<file path="src/rtl/workers_mm_arbiter_if.sv">
// ============================================================================
// workers_mm_arbiter_if
// One Avalon-MM link (command + response) with master/slave views.
// Revision: 1.0
// ============================================================================
`default_nettype none

interface workers_mm_arbiter_if #(
    parameter int ADDR_W = 28,
    parameter int DATA_W = 32
);
    logic [ADDR_W-1:0]   address;
    logic [DATA_W-1:0]   writedata;
    logic [DATA_W/8-1:0] byteenable;
    logic                read;
    logic                write;
    logic                debugaccess;
    logic                burstcount;
    logic                waitrequest;
    logic [DATA_W-1:0]   readdata;
    logic                readdatavalid;

    modport master (
        output address, writedata, byteenable, read, write, debugaccess, burstcount,
        input  waitrequest, readdata, readdatavalid
    );

    modport slave (
        input  address, writedata, byteenable, read, write, debugaccess, burstcount,
        output waitrequest, readdata, readdatavalid
    );
endinterface

`default_nettype wire

</file>
<file path="src/rtl/workers_mm_arbiter.sv">
// ============================================================================
// workers_mm_arbiter
// Two-requester Avalon-MM arbiter with round-robin grant and read-ID routing.
// Revision: 1.0
// ============================================================================
`default_nettype none

module workers_mm_arbiter #(
    parameter int ADDR_W   = 28,
    parameter int DATA_W   = 32,
    parameter int MAX_PEND = 4
) (
    input  wire logic              clk_clk,
    input  wire logic              reset_reset_n,
    workers_mm_arbiter_if.slave    s0,
    workers_mm_arbiter_if.slave    s1,
    workers_mm_arbiter_if.master   m,
    output logic                   err_rdv
);

    localparam int c_PTR_W = (MAX_PEND > 1) ? $clog2(MAX_PEND) : 1;
    localparam int c_CNT_W = c_PTR_W + 1;
    localparam int c_BE_W  = DATA_W / 8;

    localparam logic [1:0] c_IDLE = 2'd0;
    localparam logic [1:0] c_GNT0 = 2'd1;
    localparam logic [1:0] c_GNT1 = 2'd2;

    logic [1:0]          r_state;
    logic [1:0]          w_next;
    logic                r_last;

    logic [MAX_PEND-1:0] r_ids;
    logic [c_PTR_W-1:0]  r_wr_ptr;
    logic [c_PTR_W-1:0]  r_rd_ptr;
    logic [c_CNT_W-1:0]  r_count;
    logic                r_err;

    logic [ADDR_W-1:0]   r_addr;
    logic [DATA_W-1:0]   r_wdata;
    logic [c_BE_W-1:0]   r_be;
    logic                r_dbg;

    logic                w_req0;
    logic                w_req1;
    logic                w_room;
    logic                w_elig0;
    logic                w_elig1;
    logic                w_push;
    logic                w_push_id;
    logic                w_pop;
    logic                w_nonempty;
    logic                w_head;

    logic [ADDR_W-1:0]   w_m_addr;
    logic [DATA_W-1:0]   w_m_wdata;
    logic [c_BE_W-1:0]   w_m_be;
    logic                w_m_dbg;
    logic                w_m_read;
    logic                w_m_write;
    logic                w_s0_wait;
    logic                w_s1_wait;

    // Burst counts are deliberately ignored; downstream always sees single beats.
    logic w_unused_burst;
    assign w_unused_burst = &{1'b0, s0.burstcount, s1.burstcount};

    assign w_req0     = s0.read | s0.write;
    assign w_req1     = s1.read | s1.write;
    assign w_room     = (r_count < c_CNT_W'(MAX_PEND));
    assign w_elig0    = w_req0 & (s0.write | w_room);
    assign w_elig1    = w_req1 & (s1.write | w_room);
    assign w_nonempty = (r_count != '0);
    assign w_head     = r_ids[r_rd_ptr];

    assign w_push    = ((r_state == c_GNT0) & s0.read & ~s0.write & ~m.waitrequest)
                     | ((r_state == c_GNT1) & s1.read & ~s1.write & ~m.waitrequest);
    assign w_push_id = (r_state == c_GNT1);
    assign w_pop     = m.readdatavalid & w_nonempty;

    // ---------------- FSM: state register ----------------
    always_ff @(posedge clk_clk or negedge reset_reset_n) begin
        if (!reset_reset_n) begin
            r_state <= c_IDLE;
        end else begin
            r_state <= w_next;
        end
    end

    // ---------------- FSM: next-state logic ----------------
    always_comb begin
        w_next = r_state;
        case (r_state)
            c_IDLE: begin
                if (w_elig0 && w_elig1) begin
                    w_next = r_last ? c_GNT0 : c_GNT1;
                end else if (w_elig0) begin
                    w_next = c_GNT0;
                end else if (w_elig1) begin
                    w_next = c_GNT1;
                end
            end
            c_GNT0: begin
                if (!w_req0 || !m.waitrequest) begin
                    w_next = c_IDLE;
                end
            end
            c_GNT1: begin
                if (!w_req1 || !m.waitrequest) begin
                    w_next = c_IDLE;
                end
            end
            default: w_next = c_IDLE;
        endcase
    end

    // ---------------- FSM: output logic ----------------
    // Outside a grant the command fields hold their last driven value.
    always_comb begin
        w_m_addr  = r_addr;
        w_m_wdata = r_wdata;
        w_m_be    = r_be;
        w_m_dbg   = r_dbg;
        w_m_read  = 1'b0;
        w_m_write = 1'b0;
        w_s0_wait = 1'b1;
        w_s1_wait = 1'b1;
        case (r_state)
            c_GNT0: begin
                w_m_addr  = s0.address;
                w_m_wdata = s0.writedata;
                w_m_be    = s0.byteenable;
                w_m_dbg   = s0.debugaccess;
                w_m_write = s0.write;
                w_m_read  = s0.read & ~s0.write;
                w_s0_wait = m.waitrequest;
            end
            c_GNT1: begin
                w_m_addr  = s1.address;
                w_m_wdata = s1.writedata;
                w_m_be    = s1.byteenable;
                w_m_dbg   = s1.debugaccess;
                w_m_write = s1.write;
                w_m_read  = s1.read & ~s1.write;
                w_s1_wait = m.waitrequest;
            end
            default: ;
        endcase
    end

    // Reset value 1 makes s0 the winner of the first tie.
    always_ff @(posedge clk_clk or negedge reset_reset_n) begin
        if (!reset_reset_n) begin
            r_last <= 1'b1;
        end else if (r_state == c_IDLE) begin
            if (w_next == c_GNT0) begin
                r_last <= 1'b0;
            end else if (w_next == c_GNT1) begin
                r_last <= 1'b1;
            end
        end
    end

    always_ff @(posedge clk_clk or negedge reset_reset_n) begin
        if (!reset_reset_n) begin
            r_addr  <= '0;
            r_wdata <= '0;
            r_be    <= '0;
            r_dbg   <= 1'b0;
        end else begin
            r_addr  <= w_m_addr;
            r_wdata <= w_m_wdata;
            r_be    <= w_m_be;
            r_dbg   <= w_m_dbg;
        end
    end

    // Read-ID FIFO: one bit per outstanding read naming the requester to route to.
    always_ff @(posedge clk_clk or negedge reset_reset_n) begin
        if (!reset_reset_n) begin
            r_ids    <= '0;
            r_wr_ptr <= '0;
            r_rd_ptr <= '0;
            r_count  <= '0;
        end else begin
            if (w_push) begin
                r_ids[r_wr_ptr] <= w_push_id;
                r_wr_ptr        <= r_wr_ptr + 1'b1;
            end
            if (w_pop) begin
                r_rd_ptr <= r_rd_ptr + 1'b1;
            end
            case ({w_push, w_pop})
                2'b10:   r_count <= r_count + 1'b1;
                2'b01:   r_count <= r_count - 1'b1;
                default: r_count <= r_count;
            endcase
        end
    end

    always_ff @(posedge clk_clk or negedge reset_reset_n) begin
        if (!reset_reset_n) begin
            r_err <= 1'b0;
        end else if (m.readdatavalid && !w_nonempty) begin
            r_err <= 1'b1;
        end
    end

    assign m.address     = w_m_addr;
    assign m.writedata   = w_m_wdata;
    assign m.byteenable  = w_m_be;
    assign m.debugaccess = w_m_dbg;
    assign m.read        = w_m_read;
    assign m.write       = w_m_write;
    assign m.burstcount  = 1'b1;

    assign s0.waitrequest   = w_s0_wait;
    assign s1.waitrequest   = w_s1_wait;
    assign s0.readdata      = m.readdata;
    assign s1.readdata      = m.readdata;
    assign s0.readdatavalid = m.readdatavalid & w_nonempty & ~w_head;
    assign s1.readdatavalid = m.readdatavalid & w_nonempty &  w_head;

    assign err_rdv = r_err;

endmodule

`default_nettype wire

</file>
<file path="src/flat_wrapper.sv">
// flat-port wrapper written by rule: the top's interface ports become plain ports
module workers_mm_arbiter_flat 
#(
    parameter int ADDR_W   = 28,
    parameter int DATA_W   = 32,
    parameter int MAX_PEND = 4
)
  (clk_clk, reset_reset_n, err_rdv, s0_address, s0_writedata, s0_byteenable, s0_read, s0_write, s0_debugaccess, s0_burstcount, s0_waitrequest, s0_readdata, s0_readdatavalid, s1_address, s1_writedata, s1_byteenable, s1_read, s1_write, s1_debugaccess, s1_burstcount, s1_waitrequest, s1_readdata, s1_readdatavalid, m_address, m_writedata, m_byteenable, m_read, m_write, m_debugaccess, m_burstcount, m_waitrequest, m_readdata, m_readdatavalid);
  workers_mm_arbiter_if #(.ADDR_W(ADDR_W), .DATA_W(DATA_W)) s0_i ();
  workers_mm_arbiter_if #(.ADDR_W(ADDR_W), .DATA_W(DATA_W)) s1_i ();
  workers_mm_arbiter_if #(.ADDR_W(ADDR_W), .DATA_W(DATA_W)) m_i ();
  input  wire logic clk_clk;
  input  wire logic reset_reset_n;
  output logic err_rdv;
  input wire logic [$bits(s0_i.address)-1:0] s0_address;
  input wire logic [$bits(s0_i.writedata)-1:0] s0_writedata;
  input wire logic [$bits(s0_i.byteenable)-1:0] s0_byteenable;
  input wire logic [$bits(s0_i.read)-1:0] s0_read;
  input wire logic [$bits(s0_i.write)-1:0] s0_write;
  input wire logic [$bits(s0_i.debugaccess)-1:0] s0_debugaccess;
  input wire logic [$bits(s0_i.burstcount)-1:0] s0_burstcount;
  output wire logic [$bits(s0_i.waitrequest)-1:0] s0_waitrequest;
  output wire logic [$bits(s0_i.readdata)-1:0] s0_readdata;
  output wire logic [$bits(s0_i.readdatavalid)-1:0] s0_readdatavalid;
  input wire logic [$bits(s1_i.address)-1:0] s1_address;
  input wire logic [$bits(s1_i.writedata)-1:0] s1_writedata;
  input wire logic [$bits(s1_i.byteenable)-1:0] s1_byteenable;
  input wire logic [$bits(s1_i.read)-1:0] s1_read;
  input wire logic [$bits(s1_i.write)-1:0] s1_write;
  input wire logic [$bits(s1_i.debugaccess)-1:0] s1_debugaccess;
  input wire logic [$bits(s1_i.burstcount)-1:0] s1_burstcount;
  output wire logic [$bits(s1_i.waitrequest)-1:0] s1_waitrequest;
  output wire logic [$bits(s1_i.readdata)-1:0] s1_readdata;
  output wire logic [$bits(s1_i.readdatavalid)-1:0] s1_readdatavalid;
  output wire logic [$bits(m_i.address)-1:0] m_address;
  output wire logic [$bits(m_i.writedata)-1:0] m_writedata;
  output wire logic [$bits(m_i.byteenable)-1:0] m_byteenable;
  output wire logic [$bits(m_i.read)-1:0] m_read;
  output wire logic [$bits(m_i.write)-1:0] m_write;
  output wire logic [$bits(m_i.debugaccess)-1:0] m_debugaccess;
  output wire logic [$bits(m_i.burstcount)-1:0] m_burstcount;
  input wire logic [$bits(m_i.waitrequest)-1:0] m_waitrequest;
  input wire logic [$bits(m_i.readdata)-1:0] m_readdata;
  input wire logic [$bits(m_i.readdatavalid)-1:0] m_readdatavalid;
  assign s0_i.address = s0_address;
  assign s0_i.writedata = s0_writedata;
  assign s0_i.byteenable = s0_byteenable;
  assign s0_i.read = s0_read;
  assign s0_i.write = s0_write;
  assign s0_i.debugaccess = s0_debugaccess;
  assign s0_i.burstcount = s0_burstcount;
  assign s0_waitrequest = s0_i.waitrequest;
  assign s0_readdata = s0_i.readdata;
  assign s0_readdatavalid = s0_i.readdatavalid;
  assign s1_i.address = s1_address;
  assign s1_i.writedata = s1_writedata;
  assign s1_i.byteenable = s1_byteenable;
  assign s1_i.read = s1_read;
  assign s1_i.write = s1_write;
  assign s1_i.debugaccess = s1_debugaccess;
  assign s1_i.burstcount = s1_burstcount;
  assign s1_waitrequest = s1_i.waitrequest;
  assign s1_readdata = s1_i.readdata;
  assign s1_readdatavalid = s1_i.readdatavalid;
  assign m_address = m_i.address;
  assign m_writedata = m_i.writedata;
  assign m_byteenable = m_i.byteenable;
  assign m_read = m_i.read;
  assign m_write = m_i.write;
  assign m_debugaccess = m_i.debugaccess;
  assign m_burstcount = m_i.burstcount;
  assign m_i.waitrequest = m_waitrequest;
  assign m_i.readdata = m_readdata;
  assign m_i.readdatavalid = m_readdatavalid;
  workers_mm_arbiter #(.ADDR_W(ADDR_W), .DATA_W(DATA_W), .MAX_PEND(MAX_PEND)) u_core (.clk_clk(clk_clk), .reset_reset_n(reset_reset_n), .s0(s0_i), .s1(s1_i), .m(m_i), .err_rdv(err_rdv));
endmodule
</file>
<file path="config.mk">
export PLATFORM = sky130hd
export DESIGN_NAME = workers_mm_arbiter_flat
export DESIGN_NICKNAME = d
export VERILOG_FILES = /design/src/rtl/workers_mm_arbiter_if.sv /design/src/rtl/workers_mm_arbiter.sv /design/src/flat_wrapper.sv
export SDC_FILE = /design/constraint.sdc
export NUM_CORES = 1
export LEC_CHECK = 0
export CORE_AREA = 2 2 120 122
export DETAILED_ROUTE_END_ITERATION = 16
export DIE_AREA = 0 0 122 124
export MAX_ROUTING_LAYER = met4
export PLACE_DENSITY = 0.74
export SETUP_SLACK_MARGIN = 0.2
export SLEW_MARGIN = 0
export SYNTH_ARGS = -nofsm -noshare
export SYNTH_HDL_FRONTEND = slang
export SYNTH_SLANG_ARGS = --single-unit
</file>
<file path="constraint.sdc">
create_clock -name clk_clk -period 3.7 [get_ports clk_clk]
set_input_delay 0.37 -clock clk_clk [delete_from_list [all_inputs] [get_ports clk_clk]]
set_output_delay 0.37 -clock clk_clk [all_outputs]
set_load 0.01 [all_outputs]
</file>
# After elaboration in Yosys (flattened, before gate mapping)
# Index checks and enable logic that the tools add are counted.
[totals]
reg_bits = 80
latch_bits = 0
mem_bits_rw = 0
mem_bits_ro = 0
input_bits = 172
mem_count = 0
[op_classes]
n_addsub = 4
multipliers = 0
div = 0
order_cmp = 4
n_eq_ne = 6
n_shift = 0
muxes = 23
bitwise_logic = 22
n_reduce_logical = 14
[ops]
columns = ["op", "n"]
rows = [
  ["$pmux 32 s2", 1],
  ["$pmux 28 s2", 1],
  ["$and 1x1->1", 13],
  ["$mux 2", 6],
  ["$pmux 4 s2", 1],
  ["$eq 2x1->1 const B", 3],
  ["$eq 2x2->1 const B", 3],
  ["$lt 2x3->1 const B", 2],
  ["$mux 1", 6],
  ["$pmux 1 s2", 3],
  ["$pmux 2 s3", 1],
  ["$pmux 3 s2", 1],
  ["$or 1x1->1", 5],
  ["$add 2x1->2 const B", 2],
  ["$bwmux 4", 1],
  ["$logic_not 1->1", 4],
  ["$not 1->1", 4],
  ["$reduce_bool 2->1", 2],
  ["$add 3x1->3 const B", 1],
  ["$logic_and 1x1->1", 3],
  ["$lt 3x3->1 const B", 1],
  ["$reduce_bool 3->1", 1],
  ["$sub 3x1->3 const B", 1],
  ["$bmux 1 s2", 1],
  ["5 further kinds", 6],
]

# Logic depth before layout (Yosys ltp)
# Gate-level depths: netlist of run 1.
[logic_depth]
word_depth = 10
depth_mapped = 12

# Worst setup path after synthesis of run 1
# OpenSTA, ideal clock, no wires.
[synth_path]
path_kind = "register -> register"
from = "register u_core.r_state[0]"
to = "register u_core.r_count[2]"
setup_time_ns = 0.079
arrival_time_ns = 1.948
t_required_ns = 3.621
setup_slack_ns = 1.673
path_stages_with_launch = 13
n_path_buf = 1
synth_period_minus_slack_ns = 2.027
path_cell_list = "dfrtp_1 > inv_1 > ha_1 > buf_2 > nand3b_2 > a21oi_4 > inv_1 > ha_1 > inv_1 > fa_1 > xor2_1 > nor2_1 > xor2_1"
[synth_between]
elab_chain_cells = 7
word_cells_on_any_way = 13
cone_classes = "eq/ne: 4; mux: 1; bitwise: 7; reduce/logical: 1"
[synth_lines]
columns = ["element", "line", "source"]
rows = [
  ["start: declaration", "workers_mm_arbiter.sv:29", "logic [1:0] r_state;"],
  ["start signal: assignment", "workers_mm_arbiter.sv:84", "r_state <= c_IDLE;"],
  ["start signal: assignment", "workers_mm_arbiter.sv:86", "r_state <= w_next;"],
  ["$eq 2x2->1 (*)", "n/a", ""],
  ["named net u_core.w_push_id", "workers_mm_arbiter.sv:50", "logic w_push_id;"],
  ["$and 1x1->1 (*) (3 in a row)", "workers_mm_arbiter.sv:77", "| ((r_state == c_GNT1) & s1.read & ~s1.write & ~m.waitrequest);"],
  ["$or 1x1->1 (*)", "workers_mm_arbiter.sv:77", ""],
  ["$eq 2x1->1 / $eq 2x2->1 (equally long branches)", "workers_mm_arbiter.sv:193", "case ({w_push, w_pop})"],
  ["$pmux 3 s2 / $reduce_bool 2->1 (equally long branches)", "n/a", ""],
  ["end signal: assignment", "workers_mm_arbiter.sv:194", "2'b10: r_count <= r_count + 1'b1;"],
  ["end signal: assignment", "workers_mm_arbiter.sv:195", "2'b01: r_count <= r_count - 1'b1;"],
  ["end signal: assignment", "workers_mm_arbiter.sv:196", "default: r_count <= r_count;"],
  ["end: declaration", "workers_mm_arbiter.sv:36", "logic [c_CNT_W-1:0] r_count;"],
]
# The timed path passes the listed nets; every way through them passes the cells marked *.
# A chain may end at the register's enable or synchronous reset.

# Worst setup path after layout of run 1
[layout_path]
from = "register u_core.r_state[1]"
to = "output m_address[0]"
[layout_between]
elab_chain_cells = 2
word_cells_on_any_way = 3
cone_classes = "eq/ne: 2; mux: 1"
[layout_lines]
columns = ["element", "line", "source"]
rows = [
  ["$eq 2x2->1 / $eq 2x1->1 (equally long branches)", "workers_mm_arbiter.sv:128", "case (r_state)"],
  ["$pmux 28 s2 (*)", "workers_mm_arbiter.sv:128", ""],
  ["end: declaration", "flat_wrapper.sv:35", "output wire logic [$bits(m_i.address)-1:0] m_address;"],
]
# Every way passes the cells marked *; elsewhere a longest branch is shown, timed or not.

==> impl_metrics.json, run 1 <==
{
  "status": "complete, no violations",
  "rsz0062_at_grt": "no",
  "drt_first_pass_iters": 4,
  "antenna_found_initial": 0,
  "tritoncts_num_sinks": 80,
  "grt_overflow_total": 0,
  "wl_per_cell_um": 17.36,
  "postCtsHoldBufs": 0,
  "grt_use_total_pct": 17.63,
  "io_pins": 309,
  "final_hold_viol_count": 0,
  "synthesis.nets": 633,
  "grt_pass1_wl_um": 19860,
  "arrival_ns": 2.81,
  "timing.hold.ws_ns": 0.2063,
  "pre_cts_slack_ns": 0.8746,
  "syn_to_final_growth_pct": 45.30,
  "crit_buf_inv": 3,
  "drive_above_1_share_pct": 5.326,
  "wl_um": 13230,
  "synth_area_per_cell_um2": 9.648,
  "vias_per_cell": 4.930,
  "core.rowCount": 43,
  "grt_pass1_vias": 3755,
  "final_max_slew_viol_count": 0,
  "min_path_type": "primary input to async pin",
  "synth_area_leaders": "dfrtp_1 (46%), buf_4 (12%), a22oi_1 (11%), a21oi_1 (7.7%), nor2_1 (5.7%)",
  "synthCells": 450,
  "cp-end-kind": "output port",
  "power_leakage_nw": 2.522,
  "gp_congestion": 0.8068,
  "synth_area_um2": 4342,
  "path_class": "register to output port",
  "antenna_cells": 0,
  "cap_viol_max_count": 0,
  "vdd_ir_drop_max_uv": 603.5,
  "post_cts_resized": 0,
  "cts_buffers": 9,
  "root_buffer": "clkbuf_16",
  "crit_path_start_kind": "register",
  "nets": 761,
  "core_um2": 13720,
  "die_height_um": 124,
  "ant_nets": 0,
  "post_cts_buffers": 0,
  "synth_seq_cells": 80,
  "worstPathMaxFanout": 69,
  "io_buffers": 209,
  "h-tree-depth": 3,
  "drc_errors": 0,
  "fin_crit_sh_pct": 86.06,
  "synth_area_leader_cell": "dfrtp_1",
  "yosysSeqAreaShare_pct": 46.14,
  "critPathMaxStageDelay_ns": 0.59,
  "final_cells": 762,
  "crit_chain": "inv_1 > ha_2 > buf_4 > a22oi_1 > a21oi_1 > clkdlybuf4s50_1",
  "max_freq_mhz": 314.0,
  "clock_path_buffers": 2,
  "dieArea_um2": 15130,
  "p_per_area_nw_per_um2": 1035,
  "start_util_pct": 31.65,
  "fillers": 1307,
  "regArea_um2": 2003,
  "path_delay_family": "buffers and inverters",
  "drt_iter0_markers": 163,
  "clk_pin_slew_ns": 0.06,
  "maxSlewHeadroom_pct": 31.26,
  "yosys_warnings": 0,
  "critPathSlowestCell": "clkdlybuf4s50_1",
  "hpwl_um": 9907,
  "multiInputGateArea_um2": 1660,
  "fin_crit_ns": 3.184,
  "synth.distinct_cells": 37,
  "worstPathRequired_ns": 3.33,
  "clock_skew_ns": 0.006757,
  "cts_tree": "done",
  "fin_setup_tns_ns": 0,
  "worst_pin_slew_ns": 1.031,
  "setup-violations-final": 0,
  "num_vias": 3757,
  "clk_latency_ns": 0.34,
  "die_w_um": 122,
  "grt_start_max_net_pins": 81,
  "dp_cells": 747,
  "synth_top_area_share_pct": 45.53,
  "worst_slack_ns": 0.5157
}
-- per-layer routing --
| layer | track usage (%) | wire length, um | vias up |
|---|---|---|---|
| li1 | - | - | 1763 |
| met1 | 19.88 | 5089 | 1763 |
| met2 | 29.96 | 6733 | 215 |
| met3 | 4.762 | 1152 | 16 |
| met4 | 6.825 | 256 | 0 |
| met5 | - | 0 | - |
-- cells in the final DEF (no fill, tap or decap), drive strengths merged, types with 3 or more instances in the layout --
master,instances
a21oi,68
o21ai,12
buf,5
inv,9
clkinv,5
ha,10
clkbuf,10
nand2b,11
nor2,66
dfrtp,79
nor2b,4
xor2,3
a22oi,66
clkdlybuf4s50,208
xnor2,3
-- cell type report --
class	instances	area share [%]
clock inverter	5	0.3967
tap	180	3.570
inverter	9	0.5355
sequential	80	31.75
clock buffer	10	3.630
timing repair buffer	213	33.80
multi-input combinational	265	26.32
-- report_power, final --
part / switching (mW) / total [mW] / internal (mW)
Sequential: 0.174 / 1.54 / 1.37
Combinational: 2.09 / 4.20 / 2.12
Clock: 0.342 / 0.786 / 0.444
Total: 2.60 / 6.53 / 3.93
-- flip-flops by register name (all words and copies together), names as in the netlist --
register         cells
u_core.r_rd_ptr      2
u_core.r_addr       28
u_core.r_wdata      32
u_core.r_be          4
u_core.r_dbg         1
u_core.r_count       3
u_core.r_state       2
u_core.err_rdv       1
u_core.r_last        1
u_core.r_ids         4
u_core.r_wr_ptr      2
-- worst paths after layout --
| kind | start | endpoint | slack [ns] | cells past startpoint |
|---|---|---|---|---|
| min in group clk_clk | u_core.err_rdv | u_core.err_rdv | 0.46 | 1 |
| hold / removal | reset_reset_n | u_core.r_wdata[25] | 0.21 | 1 |
| hold reg to reg | u_core.err_rdv | u_core.err_rdv | 0.46 | 1 |
| setup reg to reg | u_core.r_state[0] | u_core.r_count[1] | 0.92 | 10 |
| max in group asynchronous | reset_reset_n | u_core.r_addr[15] | 2.82 | 1 |
| setup / recovery | u_core.r_state[1] | m_address[0] | 0.52 | 6 |
-- stage by stage --
stage | total power, mW | area (um2) | util (%)
2_1_floorplan | 3.733 | 4342 | -
4_1_cts | 6.616 | 6309 | 45.98
6_report | 6.529 | 6309 | 45.98
3_3_place_gp | 5.664 | 6055 | 44.13
3_5_place_dp | 5.781 | 6055 | 44.13
5_1_grt | 7.057 | 6309 | 45.98
-- cells in the mapped netlist --
| cell | count |
|---|---|
| and4_2 | 1 |
| mux2_4 | 1 |
| a21oi_4 | 1 |
| nor2b_1 | 4 |
| nand3b_2 | 1 |
| ha_1 | 10 |
| mux2i_1 | 1 |
| inv_1 | 9 |
| nor4_1 | 1 |
| xor2_1 | 3 |
| and2_1 | 1 |
| a221o_1 | 2 |
| a21oi_1 | 67 |
| o21ai_0 | 6 |
| dfrtp_1 | 79 |
| dfstp_2 | 1 |
| o31a_2 | 1 |
| a21boi_1 | 1 |
| conb_1 | 1 |
| a21o_1 | 2 |
| nor3_1 | 1 |
| buf_6 | 2 |
| mux4_2 | 1 |
| nand3b_4 | 1 |
| nand2b_1 | 11 |
| a21bo_2 | 1 |
| buf_2 | 13 |
| xnor2_1 | 3 |
| clkbuf_1 | 9 |
| o21ai_1 | 6 |
| a22oi_1 | 66 |
| buf_4 | 72 |
| nand2_1 | 2 |
| fa_1 | 1 |
| nor2_1 | 66 |
| a221oi_1 | 1 |
| o21a_1 | 1 |
-- cells by family after synthesis --
group / Yosys count / share of synthesized area [%]
compound gates: 155 / 22.71
xor+xnor: 6 / 1.211
fa+ha+maj: 11 / 3.343
buf+inv: 105 / 16.02
flops: 80 / 46.14
mux: 3 / 1.095
other cells: 1 / 0.08637
simple gates: 89 / 9.395
Power figures use the tool's default switching activity.
==> run 2: changes to the inputs <==
--- a/config.mk
+++ b/config.mk
@@ -8,6 +8,7 @@
 export CORE_AREA = 2 2 120 122
 export DETAILED_ROUTE_END_ITERATION = 16
 export DIE_AREA = 0 0 122 124
+export GPL_TIMING_DRIVEN = 0
 export MAX_ROUTING_LAYER = met4
 export PLACE_DENSITY = 0.74
 export SETUP_SLACK_MARGIN = 0.2
==> constraint.sdc (replaced) <==
create_clock -name clk_clk -period 3.7 [get_ports clk_clk]
set_input_delay 0.37 -clock clk_clk [delete_from_list [all_inputs] [get_ports clk_clk]]
set_output_delay 0.37 -clock clk_clk [all_outputs]
set_load 0.05 [all_outputs]
==> run 2 against run 1 <==
Wire length is 22% higher. Sequential share of layout area decreased by 5.5 points. Global-route usage rose by 3.5 points. Hold slack got worse by 0.20 ns. Setup slack worse by 0.091 ns. Sequential cell count did not move. Cell area is 21% higher. Non-clock buffer count rose by 157. Critical path depth up 1. Die area unchanged. Clock skew increased by 0.0026 ns. Highest routed layer unchanged.
==> impl_metrics.json, run 2 (synthesis gave the netlist of run 1 again) <==
{
  "status": "complete, no violations",
  "crit_buf_inv": 4,
  "final_common_cell": "clkdlybuf4s50_1",
  "syn_to_final_growth_pct": 76.05,
  "dp_cells": 904,
  "start_util_pct": 31.65,
  "vias_per_cell": 4.770,
  "min_path_type": "primary input to async pin",
  "antenna_cells": 0,
  "cts_tree": "done",
  "root_buffer": "clkbuf_16",
  "worstPathRequired_ns": 3.33,
  "worstPathMaxFanout": 10,
  "maxSlewHeadroom_pct": 60.35,
  "final_cell_mix": "clkdlybuf4s50_1 (269), dfrtp_1 (79), buf_4 (73)",
  "drt_first_pass_iters": 4,
  "regMostFlops": "u_core.r_wdata",
  "ant_nets": 0,
  "arrival_ns": 2.91,
  "grt_overflow_total": 0,
  "cp-end-kind": "output port",
  "drt_iter0_markers": 201,
  "nets": 918,
  "r2r_slack_ns": 1.42,
  "critPathSlowestCell": "clkdlybuf4s50_1",
  "die_w_um": 122,
  "fin_crit_sh_pct": 88.53,
  "fillers": 1206,
  "cts_buffers": 9,
  "final_max_slew_viol_count": 0,
  "tritoncts_num_sinks": 80,
  "core.rowCount": 43,
  "final_hold_viol_count": 0,
  "io_pins": 309,
  "h-tree-depth": 3,
  "io_buffers": 273,
  "wl_per_cell_um": 17.56,
  "setup-violations-final": 0,
  "crit_path_start_kind": "register",
  "grt_use_total_pct": 21.17,
  "num_vias": 4388,
  "largest_register_ffs": 32,
  "hpwl_um": 12900,
  "core_um2": 13720,
  "gp_congestion": 0.9035,
  "drive_above_1_share_pct": 15.54,
  "crit_chain": "inv_1 > ha_1 > buf_2 > clkbuf_1 > nor2_1 > a21oi_1 > clkdlybuf4s50_1",
  "rsz0062_at_grt": "no",
  "antenna_found_initial": 0,
  "wl_um": 16160,
  "top_regs": "u_core.r_wdata: 32 flops, u_core.r_addr: 28 flops",
  "drc_errors": 0,
  "clock_skew_ns": 0.009345,
  "die_height_um": 124,
  "cap_viol_max_count": 0,
  "path_class": "register to output port",
  "r2r_end": "u_core.r_count[2]",
  "critPathMaxStageDelay_ns": 0.86,
  "rr_worst_depth": 12,
  "max_freq_mhz": 305.3,
  "reg2reg_from": "u_core.r_state[0]",
  "clk_latency_ns": 0.34,
  "worst_pin_slew_ns": 0.5938,
  "path_delay_family": "buffers and inverters",
  "grt_pass1_vias": 4509,
  "fin_crit_ns": 3.276,
  "final_cells": 920,
  "grt_pass1_wl_um": 23550,
  "dieArea_um2": 15130,
  "clk_pin_slew_ns": 0.06,
  "clock_path_buffers": 2,
  "grt_start_max_net_pins": 43
}
-- run 2: cell count changes in the layout (fill, tap and decap cells not counted), sizes merged --
cell / previous run / this run
clkbuf: 10 / 21
buf: 5 / 89
dlymetal6s2s: 0 / 3
clkdlybuf4s50: 208 / 269
clkinv: 5 / 2
bufinv: 0 / 1
clkinvlp: 0 / 1
-- run 2: worst reg2reg max path: cells and delay by family (launching register included) --
family                     cells  cell delay [ns]
adders and majority gates      3             0.74
buffers and inverters          4             0.42
DFF                            1             0.42
xor gates and xnor gates       2             0.31
and+or+nand+nor                2             0.26
AOI/OAI and AO/OA              1             0.09
-- run 2: how the worst max path moves through the flow --
| stage | startpoint | endpoint | slack, ns | cells after the start |
|---|---|---|---|---|
| after global routing | u_core.r_state[0] | m_address[7] | 0.21 | 7 |
| after floorplan | u_core.r_state[0] | m_address[10] | 1.32 | 6 |
| final | u_core.r_state[1] | m_address[9] | 0.42 | 7 |
| after CTS | u_core.r_state[1] | m_address[4] | 0.30 | 7 |
| after detailed placement | u_core.r_state[1] | m_address[5] | 0.70 | 7 |
| after global placement | reset_reset_n | u_core.r_addr[19] | -0.58 | 1 |
-- run 2: timing repair --
action / 4_1_cts / 5_1_grt
resized for setup: 0 / 5
setup buffers: 0 / 0
hold buffers: 0 / 0
endpoints found under the setup margin: 0 / 9
-- run 2: area by class of cell --
type | count | area, um2 | share of cell area (%)
repair buffers | 274 | 2758 | 36.08
multi-input cells | 265 | 1643 | 21.49
clock buffers | 12 | 266.5 | 3.487
flip-flops and latches | 80 | 2003 | 26.21
inverters | 9 | 33.78 | 0.4420
well taps | 180 | 225.2 | 2.946
clock inverters | 4 | 51.30 | 0.6711
plain buffers | 96 | 663.1 | 8.676
-- run 2: per-layer routing --
layer | share of wire, % | global-route usage [%]
met1 | 38 | 23.55
met2 | 52 | 36.66
met3 | 8.6 | 6.593
met4 | 2.0 | 6.250
met5 | 0 | -
-- run 2: metrics by stage --
step | hold WS, ns | setup slack, ns | instance area, um2 | TNS (ns) | utilization [%]
2_1_floorplan | 0.07441 | 1.323 | 4342 | 0 | -
3_3_place_gp | 0.4387 | -0.5840 | 7300 | -45.63 | 53.21
3_5_place_dp | 0.3866 | 0.7025 | 7317 | 0 | 53.33
4_1_cts | 0.01555 | 0.2992 | 7635 | 0 | 55.65
5_1_grt | 0.03986 | 0.2050 | 7644 | 0 | 55.71
6_report | 0.005826 | 0.4245 | 7644 | 0 | 55.71
Power of run 2 is not shown: default switching activity piles up to over one toggle a cycle in this logic, so the estimate is an artifact.
==> run 3: changes to the inputs <==
--- a/config.mk
+++ b/config.mk
@@ -8,7 +8,6 @@
 export CORE_AREA = 2 2 120 122
 export DETAILED_ROUTE_END_ITERATION = 16
 export DIE_AREA = 0 0 122 124
-export GPL_TIMING_DRIVEN = 0
 export MAX_ROUTING_LAYER = met4
 export PLACE_DENSITY = 0.74
 export SETUP_SLACK_MARGIN = 0.2
==> run 3 against run 2 <==
Count of clock-buffer cells in the layout is 1 lower. Die area stayed put. Utilization is 9.2 points lower. Fmax is 0.78% lower. Cell area is 16% lower. Sequential cell count stayed put. Global-route usage is 3.0 points lower. Via count is 14% lower. First-iteration DRC count is 7.0% lower. Wire length is 17% lower. Critical endpoint is now m_writedata[30].
==> impl_metrics.json, run 3 (synthesis gave the netlist of run 1 again) <==
{
  "final_common_cell": "clkdlybuf4s50_1",
  "wl_per_cell_um": 17.55,
  "largest_register_ffs": 32,
  "post_cts_buffers": 0,
  "tritoncts_num_sinks": 80,
  "path_class": "register to output port",
  "cap_viol_max_count": 0,
  "clock_path_buffers": 2,
  "cts_tree": "done",
  "core.rowCount": 43,
  "regMostFlops": "u_core.r_wdata",
  "grt_use_total_pct": 18.17,
  "drt_iter0_markers": 187,
  "root_buffer": "clkbuf_16",
  "grt_pass1_wl_um": 20310,
  "fin_crit_ns": 3.301,
  "cp-end-kind": "output port",
  "drc_errors": 0,
  "grt_overflow_total": 0,
  "grt_pass1_vias": 3922,
  "clock_skew_ns": 0.008324,
  "clk_latency_ns": 0.34,
  "min_path_type": "primary input to async pin",
  "start_util_pct": 31.65,
  "arrival_ns": 2.93,
  "r2r_slack_ns": 1.16,
  "cts_buffers": 9,
  "final_hold_viol_count": 0,
  "num_vias": 3783,
  "syn_to_final_growth_pct": 47.06,
  "io_buffers": 209,
  "h-tree-depth": 3,
  "grt_start_max_net_pins": 81,
  "rr_worst_depth": 12,
  "setup-violations-final": 0,
  "reg2reg_from": "u_core.r_state[0]",
  "worst_pin_slew_ns": 1.043,
  "max_freq_mhz": 302.9,
  "status": "complete, no violations",
  "clk_pin_slew_ns": 0.06,
  "fin_crit_sh_pct": 89.23,
  "gp_congestion": 0.8080,
  "maxSlewHeadroom_pct": 30.49,
  "crit_start": "u_core.r_state[1]",
  "rsz0062_at_grt": "no",
  "final_max_slew_viol_count": 0,
  "crit_path_start_kind": "register",
  "drive_above_1_share_pct": 5.317,
  "dieArea_um2": 15130,
  "worstPathMaxFanout": 36,
  "top_regs": "u_core.r_wdata: 32 flops, u_core.r_addr: 28 flops",
  "ant_nets": 0,
  "drt_first_pass_iters": 4,
  "fin_setup_tns_ns": 0,
  "hpwl_um": 9834,
  "core_um2": 13720,
  "io_pins": 309,
  "die_height_um": 124,
  "worstPathRequired_ns": 3.33,
  "die_w_um": 122,
  "vias_per_cell": 4.958,
  "endpoint": "m_writedata[30]",
  "r2r_end": "u_core.r_count[2]",
  "wl_um": 13390,
  "nets": 761,
  "antenna_cells": 0,
  "antenna_found_initial": 0,
  "final_cell_mix": "clkdlybuf4s50_1 (202), dfrtp_1 (79), a21oi_1 (67)"
}
## run 3: worst min path at each step
stage                                    end  cells after the start
final                      u_core.r_wdata[3]                      1
after global routing      u_core.r_wdata[25]                      1
after CTS                  u_core.r_wdata[3]                      1
after global placement        u_core.err_rdv                      1
after floorplan               u_core.err_rdv                      0
after detailed placement      u_core.err_rdv                      1
## run 3: worst max-delay path, cell delays in order (launching register included)
cell and delay [ns]:
dfrtp_1 0.43, inv_1 0.14, ha_4 0.52, buf_4 0.37, nor2_1 0.09, a21oi_1 0.19
clkdlybuf4s50_1 0.84
## run 3: repair_timing
item / CTS / global route
setup endpoints to repair: 0 / 6
hold buffers: 0 / 0
gates resized for setup: 0 / 6
## run 3: metal layers
layer,routed length [um],track usage [%]
met4,286,7.328
met5,0,-
met1,5181,19.83
met3,1089,4.899
met2,6833,31.53
## run 3: cell type report
class                      instances  area [um2]
multi-input combinational        265        1660
fill                            1281        7335
clock buffer                      11       232.7
timing repair buffer             213        2172
sequential                        80        2003
clock inverter                     5       57.56
tap                              180       225.2
inverter                           9       33.78
## run 3: through the flow
stage / hold slack, ns / utilization [%] / cells / instance area, um2 / setup WS, ns
after floorplan: 0.07441 / - / 450 / 4342 / 1.323
after global placement: 0.4389 / 44.31 / 747 / 6080 / 0.8352
after detailed placement: 0.4429 / 44.31 / 747 / 6080 / 0.7331
after CTS: 0.2444 / 46.43 / 763 / 6370 / 0.3533
after global routing: 0.2938 / 46.54 / 763 / 6385 / 0.2114
final: 0.2048 / 46.54 / 763 / 6385 / 0.3986
Power of run 3 is left out for the same reason.
